<file path="src/rtl/multicycle_ctrl.sv">
// ---------------------------------------------------------------------------
// multicycle_ctrl
//   Main control FSM of the multicycle RV32 core. It sequences the shared ALU,
//   the IR/PC registers and the unified instruction/data memory port through
//   FETCH..WRITEBACK for LW, SW, R-type and BEQ. Any other opcode traps.
//
//   Memory states (FETCH, MEMRD, MEMWR) wait for mem_ready. A stall longer than
//   WAIT_LIMIT cycles raises the sticky bus_err flag and parks the FSM in TRAP.
//
// Parameters
//   WAIT_LIMIT  max cycles a memory state waits for mem_ready (>= 2)
//
// Ports
//   clk, rst_n           clock (rising edge), asynchronous active-low reset
//   opcode[6:0]          IR[6:0], valid from DECODE onward
//   zero                 ALU zero flag (combinational, current cycle)
//   mem_ready            memory completes the current access this cycle
//   pc_write, ir_write   load PC / IR (and old-PC register)
//   adr_src              memory address: 0=PC, 1=ALUOut
//   mem_req, mem_write   memory access active / access is a write
//   reg_write            write register file rd
//   alu_src_a[1:0]       00=PC, 01=oldPC, 10=rs1
//   alu_src_b[1:0]       00=rs2, 01=imm, 10=const 4
//   result_src[1:0]      00=ALUOut, 01=mem data, 10=ALU result
//   aluop[1:0]           operation class for alu_cont
//   illegal, bus_err     sticky trap causes, cleared only by reset
//   state_o[3:0]         current state encoding (debug)
// ---------------------------------------------------------------------------
module multicycle_ctrl #(
  parameter int WAIT_LIMIT = 16
) (
  input  logic       clk,
  input  logic       rst_n,
  input  logic [6:0] opcode,
  input  logic       zero,
  input  logic       mem_ready,
  output logic       pc_write,
  output logic       ir_write,
  output logic       adr_src,
  output logic       mem_req,
  output logic       mem_write,
  output logic       reg_write,
  output logic [1:0] alu_src_a,
  output logic [1:0] alu_src_b,
  output logic [1:0] result_src,
  output logic [1:0] aluop,
  output logic       illegal,
  output logic       bus_err,
  output logic [3:0] state_o
);

  // aluop encodings understood by alu_cont.
  localparam logic [1:0] ALUOP_LWSW   = 2'b00;
  localparam logic [1:0] ALUOP_BRANCH = 2'b01;
  localparam logic [1:0] ALUOP_RTYPE  = 2'b10;

  localparam logic [6:0] OP_LW    = 7'b0000011;
  localparam logic [6:0] OP_SW    = 7'b0100011;
  localparam logic [6:0] OP_RTYPE = 7'b0110011;
  localparam logic [6:0] OP_BEQ   = 7'b1100011;

  localparam int         CNT_W   = $clog2(WAIT_LIMIT);
  localparam logic [CNT_W-1:0] CNT_MAX = CNT_W'(WAIT_LIMIT - 1);

  typedef enum logic [3:0] {
    FETCH  = 4'd0,
    DECODE = 4'd1,
    MEMADR = 4'd2,
    MEMRD  = 4'd3,
    MEMWB  = 4'd4,
    MEMWR  = 4'd5,
    EXECR  = 4'd6,
    ALUWB  = 4'd7,
    BEQ    = 4'd8,
    TRAP   = 4'd9
  } state_t;

  state_t           state;
  logic [CNT_W-1:0] wait_cnt;
  logic             illegal_q;
  logic             bus_err_q;

  // State register, wait counter and sticky trap flags.
  // NOTE: sequential state is updated with non-blocking assignments only, so
  // every register samples the pre-edge values regardless of statement order.
  always_ff @(posedge clk or negedge rst_n) begin
    if (!rst_n) begin
      state     <= FETCH;
      wait_cnt  <= '0;
      illegal_q <= 1'b0;
      bus_err_q <= 1'b0;
    end else begin
      // Outside memory states the counter idles at zero, which also gives a
      // clean count on every entry into FETCH/MEMRD/MEMWR.
      wait_cnt <= '0;
      unique case (state)
        FETCH, MEMRD, MEMWR: begin
          if (mem_ready) begin
            // A completing access wins even in the limit cycle.
            unique case (state)
              FETCH:   state <= DECODE;
              MEMRD:   state <= MEMWB;
              default: state <= FETCH;
            endcase
          end else if (wait_cnt == CNT_MAX) begin
            bus_err_q <= 1'b1;
            state     <= TRAP;
          end else begin
            wait_cnt <= wait_cnt + 1'b1;
          end
        end
        DECODE: begin
          unique case (opcode)
            OP_LW, OP_SW: state <= MEMADR;
            OP_RTYPE:     state <= EXECR;
            OP_BEQ:       state <= BEQ;
            default: begin
              illegal_q <= 1'b1;
              state     <= TRAP;
            end
          endcase
        end
        // opcode[5] separates SW (0100011) from LW (0000011).
        MEMADR:  state <= opcode[5] ? MEMWR : MEMRD;
        MEMWB:   state <= FETCH;
        EXECR:   state <= ALUWB;
        ALUWB:   state <= FETCH;
        BEQ:     state <= FETCH;
        TRAP:    state <= TRAP;
        default: state <= TRAP;
      endcase
    end
  end

  // Output decode. Outputs depend only on the state register, except
  // pc_write/ir_write in FETCH (mem_ready) and pc_write in BEQ (zero).
  // Gating with rst_n forces every control output low for the whole time
  // reset is asserted, including mid-access, without waiting for a clock.
  // NOTE: every output gets a default before the case, so no path through the
  // block leaves a signal unassigned and no latch is inferred.
  always_comb begin
    pc_write   = 1'b0;
    ir_write   = 1'b0;
    adr_src    = 1'b0;
    mem_req    = 1'b0;
    mem_write  = 1'b0;
    reg_write  = 1'b0;
    alu_src_a  = 2'b00;
    alu_src_b  = 2'b00;
    result_src = 2'b00;
    aluop      = ALUOP_LWSW;
    if (rst_n) begin
      unique case (state)
        FETCH: begin
          mem_req    = 1'b1;
          alu_src_b  = 2'b10;
          result_src = 2'b10;
          pc_write   = mem_ready;
          ir_write   = mem_ready;
        end
        DECODE: begin
          // Branch target oldPC + imm is parked in ALUOut.
          alu_src_a = 2'b01;
          alu_src_b = 2'b01;
        end
        MEMADR: begin
          alu_src_a = 2'b10;
          alu_src_b = 2'b01;
        end
        MEMRD: begin
          mem_req = 1'b1;
          adr_src = 1'b1;
        end
        MEMWB: begin
          result_src = 2'b01;
          reg_write  = 1'b1;
        end
        MEMWR: begin
          mem_req   = 1'b1;
          mem_write = 1'b1;
          adr_src   = 1'b1;
        end
        EXECR: begin
          alu_src_a = 2'b10;
          aluop     = ALUOP_RTYPE;
        end
        ALUWB: begin
          reg_write = 1'b1;
        end
        BEQ: begin
          alu_src_a = 2'b10;
          aluop     = ALUOP_BRANCH;
          pc_write  = zero;
        end
        default: ;
      endcase
    end
  end

  assign illegal = illegal_q;
  assign bus_err = bus_err_q;
  assign state_o = state;

endmodule
</file>
<file path="config.mk">
export PLATFORM = sky130hd
export DESIGN_NAME = multicycle_ctrl
export DESIGN_NICKNAME = d
export VERILOG_FILES = /design/src/rtl/multicycle_ctrl.sv
export SDC_FILE = /design/constraint.sdc
export NUM_CORES = 1
export LEC_CHECK = 0
export ABC_AREA = 1
export CAP_MARGIN = 10
export CELL_PAD_IN_SITES_DETAIL_PLACEMENT = 0
export CELL_PAD_IN_SITES_GLOBAL_PLACEMENT = 1
export CORE_UTILIZATION = 30
export CTS_BUF_LIST = sky130_fd_sc_hd__clkbuf_8
export CTS_CLUSTER_DIAMETER = 80
export DETAILED_ROUTE_END_ITERATION = 10
export PLACE_DENSITY = 0.81
export SYNTH_ARGS = -nofsm -noshare
export SYNTH_HDL_FRONTEND = slang
export SYNTH_SLANG_ARGS = --single-unit
export TNS_END_PERCENT = 50
</file>
<file path="constraint.sdc">
create_clock -name clk -period 1.75 [get_ports clk]
set_input_delay 0.35 -clock clk [delete_from_list [all_inputs] [get_ports clk]]
set_output_delay 0.35 -clock clk [all_outputs]
set_load 0.02 [all_outputs]
</file>
# Word level (Yosys, flattened, before mapping)
# Cells that the tools add are included.
op_classes:
  n_addsub: 1
  n_eq_ne: 14
  bitwise: 2
  n_reduce_logical: 11
  n_mux: 29
ops:
  columns: ["operator", "count"]
  rows:
  - ["two-way mux 4 bit", 5]
  - ["one-hot mux 4 bit (5 select lines)", 1]
  - ["== test 4 x 3 -> 1 bit (second input constant)", 4]
  - ["one-hot mux 2 bit (2 select lines)", 4]
  - ["== test 7 x 6 -> 1 bit (second input constant)", 2]
  - ["one-hot mux 4 bit (3 select lines)", 1]
  - ["two-way mux 1 bit", 11]
  - ["OR reduction 3 bit", 3]
  - ["== test 4 x 2 -> 1 bit (second input constant)", 2]
  - ["== test 4 bit (second input constant)", 2]
  - ["two-way mux 2 bit", 4]
  - ["OR reduction 2 bit", 4]
  - ["== test 7 x 2 -> 1 bit (second input constant)", 1]
  - ["== test 7 bit (second input constant)", 1]
  - ["one-hot mux 3 bit (2 select lines)", 1]
  - ["adder 4 x 1 -> 4 bit (second input constant)", 1]
  - ["== test 4 x 1 -> 1 bit (second input constant)", 1]
  - ["logical NOT 4 bit", 1]
  - ["OR reduction 4 bit", 1]
  - ["two-way mux 3 bit", 1]
  - ["!= test 3 x 1 -> 1 bit (second input constant)", 1]
  - ["AND reduction 3 bit", 1]
  - ["NOT 1 bit", 2]
  - ["one-hot mux 1 bit (2 select lines)", 1]
  - ["AND reduction 2 bit", 1]
word_totals:
  output_inout_bits: 20
  regBits: 10
  in_bits: 11

# Depth between registers and ports, before layout
# Gate-level depths: netlist of run 1.
logic_depth:
  ltp_word: 4
  mapped_depth: 8
  mapped_depth_nobuf: 8

# Worst setup path before layout of run 1
# No wires, ideal clock.
synth_path:
  kind: "register -> output"
  from: "reg state[1], in the netlist state_o[1]"
  to: "out pc_write"
  arrival_ns: 1.336
  path_stages_with_launch: 8
  path_buffers: 0
  t_required_ns: 1.400
  setup_slack_ns: 0.064
  path_cell_list: "dfrtp_1 nor2_2 nand2_1 nor2_1 nand2_1 inv_2 nand2_1 o21ai_1"
synth_between:
  elab_chain_len: 3
synth_rtl:
  columns: ["item", "line_no", "text"]
  rows:
  - ["from (decl)", "78", "state_t state;"]
  - ["from (signal assigned)", "124", "MEMADR: state <= opcode[5] ? MEMWR : MEMRD;"]
  - ["== test 4 bit / logical NOT 4 bit (equally long branches)", "153", "unique case (state)"]
  - ["one-hot mux 1 bit (2 select lines) *", "153", null]
  - ["two-way mux 1 bit *", "152", "if (rst_n) begin"]
  - ["to (decl)", "37", "output logic pc_write,"]
# Mark *: on every way between the ends. The rest lies on a longest branch, timed or not.

# Worst setup path in the final report of run 1
# Ends and elaborated chain as after synthesis.

==> results.sh, run 1 <==
export IMPL_synth_warnings=0
export IMPL_postSynthAreaPerCell_sq_um=6.82
export IMPL_crit_start="state_o[1]"
export IMPL_clk_path_buf_depth=2
export IMPL_ant_nets=0
export IMPL_nets=179
export IMPL_hp_class="input port to asynchronous set/reset pin"
export IMPL_area_delta_synth_final_pct=71.4
export IMPL_drc=0
export IMPL_clock_latency_ns=0.24
export IMPL_num_antenna_cells=0
export IMPL_cts_sinks=10
export IMPL_grt_pass1_vias=856
export IMPL_fp_coreArea_sq_um=2300
export IMPL_status="completed"
export IMPL_antenna_found_initial=0
export IMPL_syn_area_sq_um=757
export IMPL_routed_via_density=4.45
export IMPL_overflow=0
export IMPL_drive_gt1_frac=0.392
export IMPL_syn_nets=123
export IMPL_clockRootBuffer="clkbuf_8"
export IMPL_dp_cells=189
export IMPL_most_common_layout_cells="nand2_1 (29), buf_4 (27), inv_1 (19), clkdlybuf4s50_1 (11)"
export IMPL_fin_skew_ns=0.00115
export IMPL_start_kind="register"
export IMPL_hpwl_mm=1.78
export IMPL_power_leakage_nw=0.788
export IMPL_syn_inst=111
export IMPL_worstPathArrival_ns=1.40
export IMPL_io_buffers=30
export IMPL_final_cell_count_no_fill=194
export IMPL_post_route_period_util=0.997
export IMPL_p_per_area_nw_per_um2=1140
export IMPL_die_y_microns=52.2
export IMPL_h_tree_depth=1
export IMPL_grt_pass1_wl_mm=3.60
export IMPL_crit_required_ns=1.40
export IMPL_grt_max_degree=10
export IMPL_cts_buffers=3
export IMPL_firstDrtPassIters=4
export IMPL_start_util=0.330
export IMPL_endpoint_kind="output port"
export IMPL_worstPathMaxFanout=5
export IMPL_final_common_cell="nand2_1"
export IMPL_layout_min_cycle_time_ns=1.75
export IMPL_wl_per_cell_microns=11.1
export IMPL_worst_r2r_startpoint="state_o[3]"
export IMPL_cap_violations=0
export IMPL_cts_clk_slew_worst_paths_ns=0.05
export IMPL_fmax_mhz=573
export IMPL_ys_seq_area_frac=0.331
export IMPL_vias=864
export IMPL_finalMaxSlewViolations=0
export IMPL_finalSetupViolCount=0
export IMPL_grtUsageTotal=0.185
export IMPL_dieArea_sq_um=2730
export IMPL_p_total_mw=1.48
export IMPL_setup_ws_ns=0.00471
export IMPL_pin_count=31
export IMPL_fin_setup_tns_ns=0
export IMPL_rsz0062_at_grt="true"
export IMPL_first_iter_violations=6
export IMPL_dpl_worst_slack_ns=-0.514
export IMPL_slew_headroom=0.839
export IMPL_wl_mm=2.16
export IMPL_ys_ff_latch=10
export IMPL_rows=17
export IMPL_worstSetupPathType="register to output port"
export IMPL_ir_drop_mv=0.661
export IMPL_synth_lib_cells_used_distinct=22
export IMPL_cts_tree="yes"
export IMPL_worstMarginPinSlew_ns=0.241
export IMPL_cts_hold_buf=0
export IMPL_gp_congestion=0.783
export IMPL_die_w_microns=52.2
export IMPL_hold_violations=0
export IMPL_fin_util=0.565
==> layer usage <==
layer | wire, microns | vias to the layer above | global-route usage
met3 | 78 | 5 | 0.0348
met5 | 0 | - | 0
met1 | 1010 | 387 | 0.228
li1 | - | 452 | -
met4 | 42 | 0 | 0.0789
met2 | 1020 | 20 | 0.312
==> state kept, by name (all words and copies together), names as in the netlist <==
| signal | count |
|---|---|
| bus_err | 1 |
| illegal | 1 |
| state_o | 4 |
| wait_cnt | 4 |
==> critical path, cell delays in order, from the launching register on <==
cell and delay [ns]:
dfrtp_2 0.45, nor2_2 0.11, nand2_1 0.06, nor2_1 0.09, nand2_1 0.10, inv_2 0.07, nand2_1 0.05, o21ai_1 0.07
buf_4 0.16
==> logic make-up (layout without fill, tap and decap cells) <==
kind of cell             count (synthesis)  after routing  synth area share
AND/OR/NAND/NOR                         66             66             0.455
buffers and inverters                   24             79             0.124
flip-flops                              10             10             0.331
AO/OA/AOI/OAI                            9              9            0.0628
adder cells (fa/ha/maj)                  1              1            0.0165
XOR/XNOR                                 1              1            0.0116
==> Yosys cell counts <==
cell / n / area (sq um)
a21oi_1: 6 / 30.0
a31oi_1: 1 / 6.26
buf_4: 1 / 7.51
dfrtp_1: 10 / 250
ha_1: 1 / 12.5
inv_1: 19 / 71.3
inv_2: 4 / 15.0
nand2_1: 29 / 109
nand2_2: 2 / 12.5
nand2_4: 3 / 33.8
nand3_1: 9 / 45.0
nand3_4: 1 / 17.5
nand4_1: 1 / 6.26
nor2_1: 10 / 37.5
nor2_2: 2 / 12.5
nor2_4: 3 / 33.8
nor3_1: 4 / 20.0
nor3_2: 1 / 10.0
o21ai_1: 1 / 5.00
o22ai_1: 1 / 6.26
or2_2: 1 / 6.26
xor2_1: 1 / 8.76
==> through the flow <==
| step | hold WS (ns) | cell area [sq um] |
|---|---|---|
| after floorplan | 0.0544 | 757 |
| after global placement | 0.451 | 1240 |
| after detailed placement | 0.458 | 1240 |
| after CTS | 0.265 | 1290 |
| after global routing | 0.279 | 1300 |
| final | 0.278 | 1300 |
==> layout make-up <==
| type | instances | area, sq um |
|---|---|---|
| clock buffers | 4 | 55.1 |
| fillers | 237 | 1000 |
| inverters | 23 | 86.3 |
| multi-input cells | 77 | 449 |
| flip-flops and latches | 10 | 254 |
| well taps | 28 | 35.0 |
| repair buffers | 52 | 418 |
==> path summary, 6_finish.rpt <==
path	to	slack, ns	cells after the start
min in group clk	illegal	0.47	2
hold / removal	state_o[2]	0.28	2
setup / recovery	pc_write	0.005	8
hold reg to reg	illegal	0.47	2
max in group asynchronous	state_o[1]	1.28	2
setup reg to reg	state_o[2]	0.33	9
==> power breakdown <==
part | total [mW] | leakage, nW | internal (mW) | switching, mW
combinational | 0.865 | 0.639 | 0.393 | 0.472
sequential | 0.323 | 0.120 | 0.271 | 0.0526
clock | 0.292 | 0.0288 | 0.198 | 0.0937
==> timing repair <==
| item | in CTS | in global routing |
|---|---|---|
| endpoints found under the setup margin | 18 | 13 |
| buffers inserted | 1 | 0 |
| gates resized for setup | 63 | 16 |
| gates cloned | 0 | 0 |
| pin swaps | 3 | 3 |
Power figures use the tool's default switching activity.
==> run 2, diff against run 1 <==
--- a/config.mk
+++ b/config.mk
@@ -6,6 +6,7 @@
 export NUM_CORES = 1
 export LEC_CHECK = 0
 export ABC_AREA = 1
+export ABC_CLOCK_PERIOD_IN_PS = 1750
 export CAP_MARGIN = 10
 export CELL_PAD_IN_SITES_DETAIL_PLACEMENT = 0
 export CELL_PAD_IN_SITES_GLOBAL_PLACEMENT = 1
==> results of run 2 <==
No change in the layout: final DEF, timing and power equal those of run 1.
